`src/rtl/avg_pool2x2_stream.sv`:
```
// avg_pool2x2_stream: 2x2 stride-2 FP16 pooling over a raster stream, mean or max
module avg (
  input  logic [15:0] a,
  input  logic [15:0] b,
  input  logic [15:0] c,
  input  logic [15:0] d,
  output logic [15:0] y
);
  logic signed [43:0] sum;
  logic [42:0] mag;
  logic [42:0] q;
  logic [5:0] p;
  logic [5:0] s;
  logic rnd;
  logic [16:0] bits;
  function automatic logic signed [43:0] fix(input logic [15:0] x);
    logic [43:0] m;
    m = (x[14:10] == 5'd0) ? 44'(x[9:0]) : (44'({1'b1, x[9:0]}) << (x[14:10] - 5'd1));
    return x[15] ? -$signed(m) : $signed(m);
  endfunction
  // exact fixed-point sum in units of 2^-24, divided by 4 by reinterpreting as 2^-26, then one RNE
  always_comb begin
    sum = fix(a) + fix(b) + fix(c) + fix(d);
    mag = sum[43] ? 43'(-sum) : 43'(sum);
    p = '0;
    for (int i = 0; i < 43; i++) p = mag[i] ? 6'(i) : p;
    s = (p >= 6'd12) ? p - 6'd10 : 6'd2;
    q = mag >> s;
    rnd = mag[s - 6'd1] && (q[0] || |(mag & ((43'd1 << (s - 6'd1)) - 43'd1)));
    bits = 17'({(p >= 6'd12) ? 5'(p - 6'd12) : 5'd0, 10'd0}) + 17'(q) + 17'(rnd);
    y = (bits >= 17'h07c00) ? {sum[43], 15'h7c00} : {sum[43], bits[14:0]};
  end
endmodule

module avg_pool2x2_stream #(
  parameter int IMG_W = 28,
  parameter int IMG_H = 28,
  parameter int POOL_MODE = 0
) (
  input  logic        clk,
  input  logic        rst,
  input  logic [15:0] in_data,
  input  logic        in_valid,
  output logic        in_ready,
  output logic [15:0] out_data,
  output logic        out_valid,
  input  logic        out_ready,
  output logic        frame_done
);
  localparam int CW = $clog2(IMG_W);
  localparam int RW = $clog2(IMG_H);
  logic [15:0] line_q [IMG_W];
  logic [CW-1:0] col_q, col_d;
  logic [RW-1:0] row_q, row_d;
  logic [15:0] left_q, left_d, out_data_q, out_data_d;
  logic [15:0] win_a, win_b, avg_y, max_y;
  logic out_valid_q, out_valid_d, last_q, last_d;
  logic acc, win, last_col, last_row;
  function automatic logic signed [16:0] key(input logic [15:0] x);
    return x[15] ? -$signed({2'b00, x[14:0]}) : $signed({2'b00, x[14:0]});
  endfunction
  avg u_avg (.a(win_a), .b(win_b), .c(left_q), .d(in_data), .y(avg_y));
  always_comb begin
    in_ready = !rst && (!out_valid_q || out_ready);
    acc = in_valid && in_ready;
    last_col = col_q == CW'(IMG_W - 1);
    last_row = row_q == RW'(IMG_H - 1);
    win = acc && row_q[0] && col_q[0];
    win_a = line_q[col_q & ~CW'(1)];
    win_b = line_q[col_q];
    max_y = win_a;
    max_y = (key(win_b) > key(max_y)) ? win_b : max_y;
    max_y = (key(left_q) > key(max_y)) ? left_q : max_y;
    max_y = (key(in_data) > key(max_y)) ? in_data : max_y;
    col_d = acc ? (last_col ? '0 : col_q + CW'(1)) : col_q;
    row_d = (acc && last_col) ? (last_row ? '0 : row_q + RW'(1)) : row_q;
    left_d = (acc && row_q[0] && !col_q[0]) ? in_data : left_q;
    out_valid_d = win || (out_valid_q && !out_ready);
    out_data_d = win ? ((POOL_MODE == 1) ? max_y : avg_y) : out_data_q;
    last_d = win ? (last_row && last_col) : last_q;
    frame_done = out_valid_q && out_ready && last_q;
  end
  always_ff @(posedge clk) begin
    if (rst) begin
      col_q <= '0;
      row_q <= '0;
      left_q <= '0;
      out_data_q <= '0;
      out_valid_q <= 1'b0;
      last_q <= 1'b0;
    end else begin
      col_q <= col_d;
      row_q <= row_d;
      left_q <= left_d;
      out_data_q <= out_data_d;
      out_valid_q <= out_valid_d;
      last_q <= last_d;
    end
  end
  always_ff @(posedge clk) if (acc && !row_q[0]) line_q[col_q] <= in_data;
  assign out_data = out_data_q;
  assign out_valid = out_valid_q;
endmodule
```
`config.mk`:
```
export PLATFORM = sky130hd
export DESIGN_NAME = avg_pool2x2_stream
export DESIGN_NICKNAME = d
export VERILOG_FILES = /design/src/rtl/avg_pool2x2_stream.sv
export SDC_FILE = /design/constraint.sdc
export NUM_CORES = 2
export LEC_CHECK = 0
export CORE_MARGIN = 3
export CORE_UTILIZATION = 46
export DETAILED_ROUTE_END_ITERATION = 7
export DONT_BUFFER_PORTS = 1
export HOLD_SLACK_MARGIN = 0.15
export PLACE_DENSITY = 0.64
export SKIP_CTS_REPAIR_TIMING = 1
export SYNTH_ARGS = -nofsm -noshare
export SYNTH_HDL_FRONTEND = slang
export SYNTH_HIERARCHICAL = 1
export SYNTH_SLANG_ARGS = --single-unit
```
`constraint.sdc`:
```
create_clock -name clk -period 22.1 [get_ports clk]
set_input_delay 2.21 -clock clk [delete_from_list [all_inputs] [get_ports clk]]
set_output_delay 2.21 -clock clk [all_outputs]
set_load 0.03 [all_outputs]
```
; ---- Word-level counts from Yosys, hierarchy flattened
; Memory sizes are Yosys's and may differ from the RTL's. A register that Yosys moved wholly into a read port is not among the register bits.
; Index checks and enable logic that the tools add are counted.
[word_totals]
ff_bits = 44
ramBits = 448
mem_count = 1
word_cells = 128
out_inout_bits = 19
input_bits = 20
[memory_table]
columns = memory, depth, width, rd, rd_ports_with_merged_regs, write_ports, line_no
row1 = line_q, 28, 16, 2, 2, 1, 52  ; logic [15:0] line_q [IMG_W];
[op_classes]
shift = 6
add_sub_neg = 20
order_cmp = 3
mux = 64
n_bitwise = 1
n_reduce_logical = 25
n_eq_ne = 2
[op_table]
columns = cell, count
row1 = $mux 44, 8
row2 = $mux 6, 42
row3 = $neg 44->44, 4
row4 = $shl 11x5->44, 4
row5 = $add 44x44->44, 3
row6 = $and 43x43->43, 1
row7 = $mux 43, 1
row8 = $neg 43->43, 1
row9 = $reduce_or 43->1, 1
row10 = $shl 1x6->43 const A, 1
row11 = $shr 43x6->17, 1
row12 = $sub 43x1->43 const B, 1
row13 = $mux 5, 7
row14 = $logic_not 5->1, 4
row15 = $sub 5x1->5 const B, 4
row16 = $add 15x17->17, 1
row17 = $add 17x1->17, 1
row18 = $ge 17x15->1 const B, 1
row19 = $mux 15, 1
row20 = $logic_and 1x1->1, 12
row21 = $add 5x1->5 const B, 2
row22 = $eq 5x5->1 const B, 2
row23 = $lt 6x7->1 const B, 1
row24 = $bmux 1 s6, 1
row25 = other kinds (7), 16

; ---- Longest topological paths before layout
[depth]
ltp_word = 64
ltp_mapped = 84
mapped_depth_nobuf = 69

; ---- Modules after synthesis
; Netlist, hierarchy kept.
[by_module_without_submodules]
columns = mod, n_inst, cells_per_inst, area_each_um2, seq_area_each_um2
row1 = avg, 1, 3554, 24159.4, 0.0
row2 = avg_pool2x2_stream, 1, 1200, 19955.4, 14433.8

; ---- Worst setup path before layout
; Ideal clock, no wire load.
[synth_timing]
path_kind = register to register
startpoint = register (tool-made name)
endpoint = register out_data_q[0], in the netlist out_data[0]
slack_ns = 4.767
required_time_ns = 21.968
n_path_buf = 16
t_arrival_ns = 17.200
path_stages_with_launch = 75
synth_period_minus_slack_ns = 17.333
setup_time_ns = 0.132
cell_sequence = dfxtp_1 buf_4 buf_6 clkbuf_1 clkbuf_1 a41oi_1 nor2_1 buf_4 buf_2 buf_1 inv_1 ha_1 clkbuf_1 mux4_2 a222oi_1 a31oi_1 a221o_1 or4_1 [... 39 more ...] buf_4 buf_4 clkbuf_1 ha_1 clkbuf_1 mux4_2 mux2_4 a211o_1 a32oi_2 ha_1 nand4_1 o31ai_1 a21oi_1 xnor2_1 nor4_4 nor4_1 nand3_1 a21oi_1
[synth_lines]
columns = element, line_no
row1 = "end signal, assigned", 95  ; out_data_q <= out_data_d;
row2 = "end, declared", 55  ; logic [15:0] left_q, left_d, out_data_q, out_data_d;

==> reports/qor.csv <==
metric;value;unit
path_type_of_the_worst_min_delay_path;reg2reg;
yosys_warnings;6;
rel_slew_slack;15.2;%
critical-path-top-delay-family;simple AND/OR/NAND/NOR gates;
chipHeight;316;um
outcome;complete, no violations;
start_util;46.8;%
final_non_filler_cell_area;46600;um2
maximum_achievable_frequency;0.0480;GHz
dr_iter_0_viols;5484;
timing_max_transition_violations_final;0;
grt_max_degree;75;
number_of_antenna_violations_at_the_first_check_in_global_routing;3;
tritoncts.num_buffers;46;
cts-htree-levels;2;
finalSetupViolations;0;
crit_type;reg2reg;
via_count;39565;
critical_path_arrival;21.33;ns
setup_total_negative_slack;0;ns
slowest_delay;0.85;ns
grt_overflow_total;0;
postRouteAntennaNets;0;
final_weighted_congestion_in_routability_driven_placement;1.02;
slew_worst_pin;1.26;ns
rsz_0062_raised_after_global_routing;false;
clk-insertion-delay-late;0.56;ns
detail_route.drc_violations;0;
cts_buffer_depth;3;
dominantRegCellSynth;edfxtp_1;
drive_gt1_share;10.5;%
max_cap_violations;0;
multiInputGateArea;27500;um2
floorplan.die_area;99700;um2
fin_skew;0.0206;ns
async_set_reset_flop_share_out_of_synthesis;0;%
drt-wirelength-per-cell;27.3;um
cts.sinks;497;
final_nets;4802;
placementRows;112;
global_route_wire_length_before_repair;237000;um
dp.final_hpwl;121000;um
critPathCaptureType;flip-flop;
clock_period_minus_final_worst_setup_slack;20.84;ns
ctsRootBufferMaster;clkbuf_16;
worst_path_max_delay_cell;dfxtp_4;
place_area;45100;um2
cp_buf_inv_count;7;
worstSetupStartpointType;flip-flop;
post-route-period-util;94.3;%
port_buffers;0;
final-seq-area;14400;um2
horiz_die_dim;316;um
synth_seq_area_share;32.7;%
netlist_area;44100;um2
globalRouteTotalUtil;31.3;%
core_area;94200;um2
synth-seq-cells;497;
post_drt_via_cell_ratio;6.69;
synth.lib_cells_used.distinct;132;
tritoncts;done;
mappedNetlistNets;4938;
final_util;49.5;%
synth_enable_flop_cells;448;
critPathMaxFanout;45;
syn_to_final_growth;5.67;%
layout.filler_cells;8899;
first_pass_drt_iterations;7;
clkSlewWorstSetupHoldPaths;0.06;ns
worstPathRequired;22.59;ns
number_of_global_route_vias_before_repair;36136;
final-hold-violation-count;0;
final_cell_count_without_fillers;5910;
placed_cells;5822;
syn_area_per_cell;9.28;um2
post_synth_inst_count;4754;
design.portCount;39;
wirelength;162000;um
## metal layers
metal,GRT usage [%],wire [um]
met1,42.3,64700
met2,49.0,72500
met3,4.32,14200
met4,16.1,10200
met5,0,0
## kinds of logic after synthesis
kind of cell | after synthesis | share of synthesized area (%)
simple gates | 1567 | 17.7
compound gates | 1332 | 20.7
buf+inv | 512 | 5.21
flops | 497 | 32.7
mux | 419 | 12.3
xor+xnor | 263 | 5.30
fa+ha+maj | 164 | 6.11
## worst paths after layout
check | depth (start not counted) | endpoint | slack (ns) | startpoint
max reg2reg | 63 | out_data[0] | 1.26 | flip-flop
min | 2 | last_q | 0.48 | last_q
min reg2reg | 2 | last_q | 0.48 | last_q
max | 63 | out_data[0] | 1.26 | flip-flop
## stage by stage
| step | hold slack (ns) | setup WS [ns] |
|---|---|---|
| floorplan | 0.445 | 4.77 |
| global placement | 0.465 | 1.63 |
| detailed placement | 0.469 | 1.13 |
| CTS | 0.480 | 1.03 |
| global route | 0.535 | 0.106 |
| finish | 0.479 | 1.26 |
## cells in the final DEF, fill, tap and decap left out, drive strengths merged, types with 114 or more instances in the layout
cell type,count
edfxtp,448
a21oi,257
nand3,162
nand2,482
mux2i,245
xnor2,159
nor3,114
inv,218
nor2,357
o21ai,341
## final cells by class
cell class                 count  area share [%]
inverter                     222            1.80
clock buffer                  58            2.61
antenna                        2          0.0107
multi-input combinational   3747            59.0
clock inverter                26           0.483
tap                         1254            3.37
sequential                   497            31.0
timing repair buffer         104            1.70
## flip-flops by register name, indices dropped and copies added (netlist names), named ones only
register and count:
out_valid 1, out_data 16, line_q 448, last_q 1, row_q 5, left_q 16
col_q 5
## synth_stat cells, drive strengths merged (88+ instances only)
cell	number	area [um2]
nand2	482	1820
edfxtp	448	13500
nor2	355	1360
o21ai	341	1720
a21oi	257	1310
mux2i	245	2460
inv	219	825
nand3	162	821
clkbuf	159	597
xnor2	159	1390
buf	131	867
nor3	114	616
xor2	103	921
mux4	88	1980
## worst reg2reg max path: cells and delay by family, from the launching register on
family	cells	cell delay [ns]
xor+xnor	2	0.44
flops	1	0.85
mux	6	2.22
compound gates	23	5.53
buf+inv	7	2.03
simple gates	18	6.63
fa+ha+maj	7	3.08
Power is left out: the tool's default activity adds up to more than one toggle a clock period on the data nets, which glitch-free logic cannot reach.
